`src/rtl/cmd_initiator.sv`:
```
// Command initiator: sends a command letter plus binary argument characters, then collects the reply.
// Optional echo filtering of the responder's echoes is enabled by defining CMD_INITIATOR_ECHO_FILTER_EN.
module cmd_initiator #(
  parameter int unsigned GAP_CYCLES     = 4,
  parameter int unsigned TIMEOUT_CYCLES = 1000000
) (
  input  logic       clk,
  input  logic       rst_n,
  input  logic       start,
  input  logic [7:0] cmdChar,
  input  logic [3:0] argLen,
  input  logic [9:0] argBits,
  input  logic       echoEn,
  input  logic [7:0] rxData,
  input  logic       rxDataWr,
  output logic [7:0] Cmd,
  output logic       NewCmd,
  output logic       busy,
  output logic       done,
  output logic       ackOk,
  output logic       errFlag,
  output logic       timeout,
  output logic [7:0] respChar
);

  localparam int unsigned GAP_W  = (GAP_CYCLES > 2) ? $clog2(GAP_CYCLES) : 1;
  localparam int unsigned TCNT_W = 24;
  localparam logic [GAP_W-1:0]  GAP_LAST = GAP_W'(GAP_CYCLES - 1);
  localparam logic [TCNT_W-1:0] TO_LAST  = TCNT_W'(TIMEOUT_CYCLES - 1);

  typedef enum logic [2:0] {IDLE, SEND_CMD, GAP, SEND_ARG, WAIT_RESP, FINISH} state_t;

  state_t            state_q, state_d;
  logic [7:0]        op_q, op_d;
  logic [9:0]        arg_q, arg_d;
  logic [3:0]        left_q, left_d;
  logic [GAP_W-1:0]  gap_q, gap_d;
  logic [TCNT_W-1:0] tcnt_q, tcnt_d;
  logic [7:0]        cmd_d, resp_d;
  logic              new_cmd_d, busy_d, done_d, ack_d, err_d, tmo_d;
  logic              rx_live, timer_run, go_fin, is_query, no_reply;
  logic [3:0]        arg_len_c, bit_idx;

`ifdef CMD_INITIATOR_ECHO_FILTER_EN
  logic [3:0] echo_q, echo_d;
`else
  logic unused_echo;
  assign unused_echo = echoEn;
`endif

  assign is_query = (op_q == 8'h41) || (op_q == 8'h46) || (op_q == 8'h4C);
  assign no_reply = (op_q == 8'h72) || (op_q == 8'h52);

  // Next-state and next-output logic; all outputs are registered from the *_d values.
  always_comb begin
    state_d   = state_q;
    op_d      = op_q;
    arg_d     = arg_q;
    left_d    = left_q;
    gap_d     = gap_q;
    tcnt_d    = tcnt_q;
    cmd_d     = Cmd;
    new_cmd_d = 1'b0;
    busy_d    = busy;
    done_d    = 1'b0;
    ack_d     = ackOk;
    err_d     = errFlag;
    tmo_d     = timeout;
    resp_d    = respChar;
    rx_live   = rxDataWr;
    timer_run = 1'b1;
    go_fin    = 1'b0;
    arg_len_c = (argLen > 4'd10) ? 4'd10 : argLen;
    bit_idx   = left_q - 4'd1;
`ifdef CMD_INITIATOR_ECHO_FILTER_EN
    echo_d    = echo_q;
    // Echoes are swallowed in any active state, before any reply is looked at.
    if ((state_q != IDLE) && rxDataWr && (echo_q != 4'd0)) begin
      echo_d  = echo_q - 4'd1;
      rx_live = 1'b0;
    end
    timer_run = (echo_q == 4'd0);
`endif

    case (state_q)
      IDLE: begin
        if (start) begin
          op_d      = cmdChar;
          arg_d     = argBits;
          left_d    = arg_len_c;
          ack_d     = 1'b0;
          err_d     = 1'b0;
          tmo_d     = 1'b0;
          busy_d    = 1'b1;
          cmd_d     = cmdChar;
          new_cmd_d = 1'b1;
          state_d   = SEND_CMD;
`ifdef CMD_INITIATOR_ECHO_FILTER_EN
          echo_d    = echoEn ? (4'd1 + arg_len_c) : 4'd0;
`endif
        end
      end
      SEND_CMD, SEND_ARG: begin
        gap_d   = '0;
        state_d = GAP;
      end
      GAP: begin
        if (gap_q == GAP_LAST) begin
          if (left_q != 4'd0) begin
            cmd_d     = arg_q[bit_idx] ? 8'h31 : 8'h30;
            new_cmd_d = 1'b1;
            left_d    = left_q - 4'd1;
            state_d   = SEND_ARG;
          end else if (no_reply) begin
            ack_d  = 1'b1;
            go_fin = 1'b1;
          end else begin
            tcnt_d  = '0;
            state_d = WAIT_RESP;
          end
        end else begin
          gap_d = gap_q + GAP_W'(1);
        end
      end
      WAIT_RESP: begin
        // A reply on the terminal-count cycle wins over the timeout.
        if (rx_live && is_query) begin
          resp_d = rxData - 8'd48;
          ack_d  = 1'b1;
          go_fin = 1'b1;
        end else if (rx_live && (rxData == 8'h2A)) begin
          ack_d  = 1'b1;
          go_fin = 1'b1;
        end else if (rx_live && (rxData == 8'h21)) begin
          err_d  = 1'b1;
          go_fin = 1'b1;
        end else if (timer_run) begin
          if (tcnt_q == TO_LAST) begin
            tmo_d  = 1'b1;
            go_fin = 1'b1;
          end else begin
            tcnt_d = tcnt_q + TCNT_W'(1);
          end
        end
      end
      FINISH:  state_d = IDLE;
      default: state_d = IDLE;
    endcase

    if (go_fin) begin
      state_d = FINISH;
      busy_d  = 1'b0;
      done_d  = 1'b1;
    end
  end

  always_ff @(posedge clk or negedge rst_n) begin
    if (!rst_n) begin
      state_q  <= IDLE;
      op_q     <= '0;
      arg_q    <= '0;
      left_q   <= '0;
      gap_q    <= '0;
      tcnt_q   <= '0;
      Cmd      <= '0;
      NewCmd   <= 1'b0;
      busy     <= 1'b0;
      done     <= 1'b0;
      ackOk    <= 1'b0;
      errFlag  <= 1'b0;
      timeout  <= 1'b0;
      respChar <= '0;
`ifdef CMD_INITIATOR_ECHO_FILTER_EN
      echo_q   <= '0;
`endif
    end else begin
      state_q  <= state_d;
      op_q     <= op_d;
      arg_q    <= arg_d;
      left_q   <= left_d;
      gap_q    <= gap_d;
      tcnt_q   <= tcnt_d;
      Cmd      <= cmd_d;
      NewCmd   <= new_cmd_d;
      busy     <= busy_d;
      done     <= done_d;
      ackOk    <= ack_d;
      errFlag  <= err_d;
      timeout  <= tmo_d;
      respChar <= resp_d;
`ifdef CMD_INITIATOR_ECHO_FILTER_EN
      echo_q   <= echo_d;
`endif
    end
  end

endmodule

```
`config.mk`:
```
export PLATFORM = sky130hd
export DESIGN_NAME = cmd_initiator
export DESIGN_NICKNAME = d
export VERILOG_FILES = /design/src/rtl/cmd_initiator.sv
export SDC_FILE = /design/constraint.sdc
export NUM_CORES = 1
export LEC_CHECK = 0
export CELL_PAD_IN_SITES_DETAIL_PLACEMENT = 0
export CELL_PAD_IN_SITES_GLOBAL_PLACEMENT = 1
export CORE_ASPECT_RATIO = 1.4
export CORE_UTILIZATION = 43
export CTS_BUF_LIST = sky130_fd_sc_hd__clkbuf_4
export DETAILED_ROUTE_END_ITERATION = 8
export HOLD_SLACK_MARGIN = 0.1
export PLACE_DENSITY_LB_ADDON = 0.15
export SLEW_MARGIN = 30
export SYNTH_ARGS = -nofsm -noshare
export SYNTH_HDL_FRONTEND = slang
export SYNTH_SLANG_ARGS = --single-unit
```
`constraint.sdc`:
```
create_clock -name clk -period 2.7 [get_ports clk]
set_input_delay 0.27 -clock clk [delete_from_list [all_inputs] [get_ports clk]]
set_output_delay 0.27 -clock clk [all_outputs]
set_load 0.01 [all_outputs]
```
==> flow_metrics.py <==
metrics = {
    "clock_tree": {
        "post_cts_buffers": 0,
        "clockBufferDepth": 2,
        "cts_max_level": 3,
        "cts.reportedPaths.clkPinSlew_ps": 120,
        "clock_latency_ps": 430,
        "cts_buffers": 9,
        "cts_tree": "yes",
        "cts_root_buf": "clkbuf_4",
        "clock_sinks": 73,
    },
    "logic_synthesis": {
        "synthCells": 400,
        "synth_ff_type": "dfrtp_1",
        "synthesis.area_um2": 3749,
        "yosysTopAreaCell": "dfrtp_1",
        "synthDistinctLibCells": 57,
        "netlist_top_cells_count": "nand2_1 (103), dfrtp_1 (73), nor2_1 (21)",
        "yosysMostFrequentCell": "nand2_1",
        "async_flop_share_pct": 100.0,
        "synth_fp_nets": 440,
        "yosysWarnings": 0,
        "ys_ff_latch": 73,
        "yosys-top-cells-area": "dfrtp_1 (49%), nand2_1 (10%), nor2_1 (2.1%), mux2i_1 (1.9%), xnor2_1 (1.9%)",
        "synth_edf_count": 0,
        "syn_avg_cell_area_um2": 9.371,
        "synth_top_cell_area_share_pct": 48.73,
        "seq_area_frac_synth_pct": 48.73,
    },
    "floorplan": {
        "die_w_um": 80.91,
        "core_area_um2": 8295,
        "pin_count": 57,
        "initial_core_util_pct": 45.19,
        "die_h_um": 112.5,
        "die-area_um2": 9100,
        "fp-row-count": 39,
    },
    "power_and_ir_drop": {
        "power.density_nw_per_um2": 861.4,
        "pwr-share-clk_pct": 17.4,
        "p_sw_share_pct": 37.67,
        "ir_drop_mv": 0.5801,
        "power.internal_mw": 2.468,
        "seqPwrFrac_pct": 45.4,
        "pwr-share-comb_pct": 37.2,
        "power_mw": 3.960,
        "power_switching_mw": 1.492,
        "p_leak_nw": 2.061,
    },
    "global_route": {
        "grt_pass1_wl_um": 15120,
        "overflow": 0,
        "grt_pass1_vias": 3163,
        "grt_max_degree": 74,
        "met1_usage_pct": 26.10,
        "busiest_layer": "met2",
        "grt_use_met3_pct": 2.927,
        "antenna_found_initial": 0,
        "grt_usage_pct": 21.46,
        "grt_use_met2_pct": 36.92,
    },
    "finish": {
        "fill_cells": 804,
        "syn2layout_area_growth_pct": 22.63,
        "final_util_pct": 55.41,
        "nets": 506,
        "antenna_cells": 0,
        "layout.cells.non_filler": 573,
        "regArea_um2": 1827,
        "post_route_cells_drive_above_1_share_pct": 10.19,
        "multiInputGateArea_um2": 1769,
    },
    "routing": {
        "ant_nets": 0,
        "drt_iter0_drc": 160,
        "post_drt_via_cell_ratio": 5.469,
        "wire_per_inst_um": 15.31,
        "drc_errors": 0,
        "vias": 3134,
        "drt_pass1_iterations": 4,
        "wirelength_um": 8770,
    },
    "worst_setup_path": {
        "cp_max_fo": 16,
        "cp.arrival_ps": 2830,
        "required_ps": 3070,
        "worstSetupPathType": "register to register",
        "startpoint_type": "register",
        "end_kind": "register",
    },
    "flow_run": {
        "drv_cap": 0,
    },
    "timing": {
        "hold_violations": 0,
        "slew_viol_final": 0,
        "setup-violations-final": 0,
        "max_freq_mhz": 406.3,
        "slew_headroom_pct": 55.03,
        "tightestPinTransition_ps": 672.9,
        "fin_crit_ps": 2461,
        "min_period_over_period_pct": 91.15,
        "rsz0062_at_grt": "false",
        "tns_ps": 0,
        "finClkSkew_ps": 13.81,
    },
    "placement": {
        "dp_cells": 556,
        "dpl.hpwl_um": 6230,
        "place_congestion": 0.7710,
        "portBuffers": 55,
    },
    "run_status": {
        "status": "finished clean",
    },
    "worst_hold_path": {
        "hold_path.class": "primary input to register",
    },
}
-- what timing repair did --
| action | CTS | global route |
|---|---|---|
| resized for setup | 0 | 1 |
| hold buffers | 1 | 0 |
| setup endpoints to repair | 0 | 1 |
| endpoints found under the hold margin | 58 | 0 |
-- cell usage in the layout, fill, tap and decap left out, types with 3 or more instances in the layout --
| cell type | n |
|---|---|
| a31o_1 | 3 |
| clkbuf_4 | 10 |
| nor3_1 | 4 |
| inv_1 | 10 |
| nand2_1 | 103 |
| a31oi_1 | 5 |
| xor2_1 | 3 |
| o211ai_1 | 5 |
| clkdlybuf4s50_1 | 54 |
| nand3_1 | 10 |
| nand4_1 | 11 |
| nor2b_1 | 4 |
| nor4b_1 | 5 |
| a21oi_1 | 13 |
| o21ai_0 | 9 |
| nand2b_1 | 5 |
| or4_1 | 5 |
| a21o_1 | 3 |
| nor4_1 | 4 |
| mux2i_1 | 7 |
| ha_1 | 5 |
| nor2_1 | 21 |
| and3_1 | 5 |
| dfrtp_1 | 73 |
| nor3b_1 | 6 |
| buf_4 | 18 |
| xnor2_1 | 8 |
| o31ai_1 | 4 |
| a211oi_1 | 4 |
| o21ai_1 | 8 |
-- final timing paths --
kind | startpoint | end | slack [ps] | cells after the start
max in group asynchronous | rst_n | left_q[1] | 1760 | 3
setup / recovery | left_q[0] | tcnt_q[18] | 240 | 8
hold reg to reg | arg_q[1] | arg_q[1] | 480 | 2
min in group asynchronous | rst_n | tcnt_q[18] | 450 | 3
hold / removal | argBits[9] | arg_q[9] | 360 | 3
setup reg to reg | left_q[0] | tcnt_q[18] | 240 | 8
-- flip-flops by register name, summed over array words and instances, names as in the netlist --
name and flops:
op_q 8, left_q 4, done 1, busy 1
NewCmd 1, ackOk 1, arg_q 10, timeout 1
respChar 8, Cmd 8, gap_q 2, tcnt_q 24
errFlag 1, state_q 3
-- cell type report --
class                   instances  area share (%)
inverters                      10          0.8165
multi-input cells             297           38.49
flip-flops and latches         73           39.74
well taps                     102           2.776
clock buffers                  10           1.633
repair buffers                 75           15.27
clock inverters                 6           1.279
-- power groups by stage --
stage	combinational [mW]	clock, mW	sequential, mW
after floorplan	1.02	0	1.75
after global placement	1.44	0	1.80
after detailed placement	1.49	0	1.82
after CTS	1.50	0.712	1.80
after global routing	1.68	0.763	1.85
final	1.47	0.688	1.80
-- kinds of logic (layout without fill, tap and decap cells) --
group / count (synthesis) / in the layout / synth area share, %
compound gates: 68 / 68 / 12.08
flops: 73 / 73 / 48.73
simple gates: 203 / 203 / 27.37
xor+xnor: 11 / 11 / 2.570
buf+inv: 30 / 101 / 4.206
fa+ha+maj: 5 / 5 / 1.669
mux: 10 / 10 / 3.371
-- worst max-delay path, stage by stage, from the launching register on --
cell and delay (ps):
dfrtp_1 390, inv_1 90, ha_1 260, nor3b_1 310, nand3_1 200, nand2b_1 270, and2_4 230, or4_1 490
a21oi_1 160
-- through the flow --
step                      setup WS (ps)  hold slack (ps)  area, um2
final                             238.8            359.9       4597
after global routing              46.14            368.1       4597
after global placement            257.7            450.0       4444
after detailed placement          180.0            461.2       4444
after floorplan                   513.3           -25.59       3749
after CTS                         229.3            340.4       4588
-- routing by layer --
metal	up-vias	routed length, um	part of all wire, %
met5	-	0	0
met4	0	166	1.9
met3	11	249	2.8
met2	57	4556	52
met1	1529	3797	43
li1	1537	-	-
No activity file was read; power rests on OpenSTA's default activity.
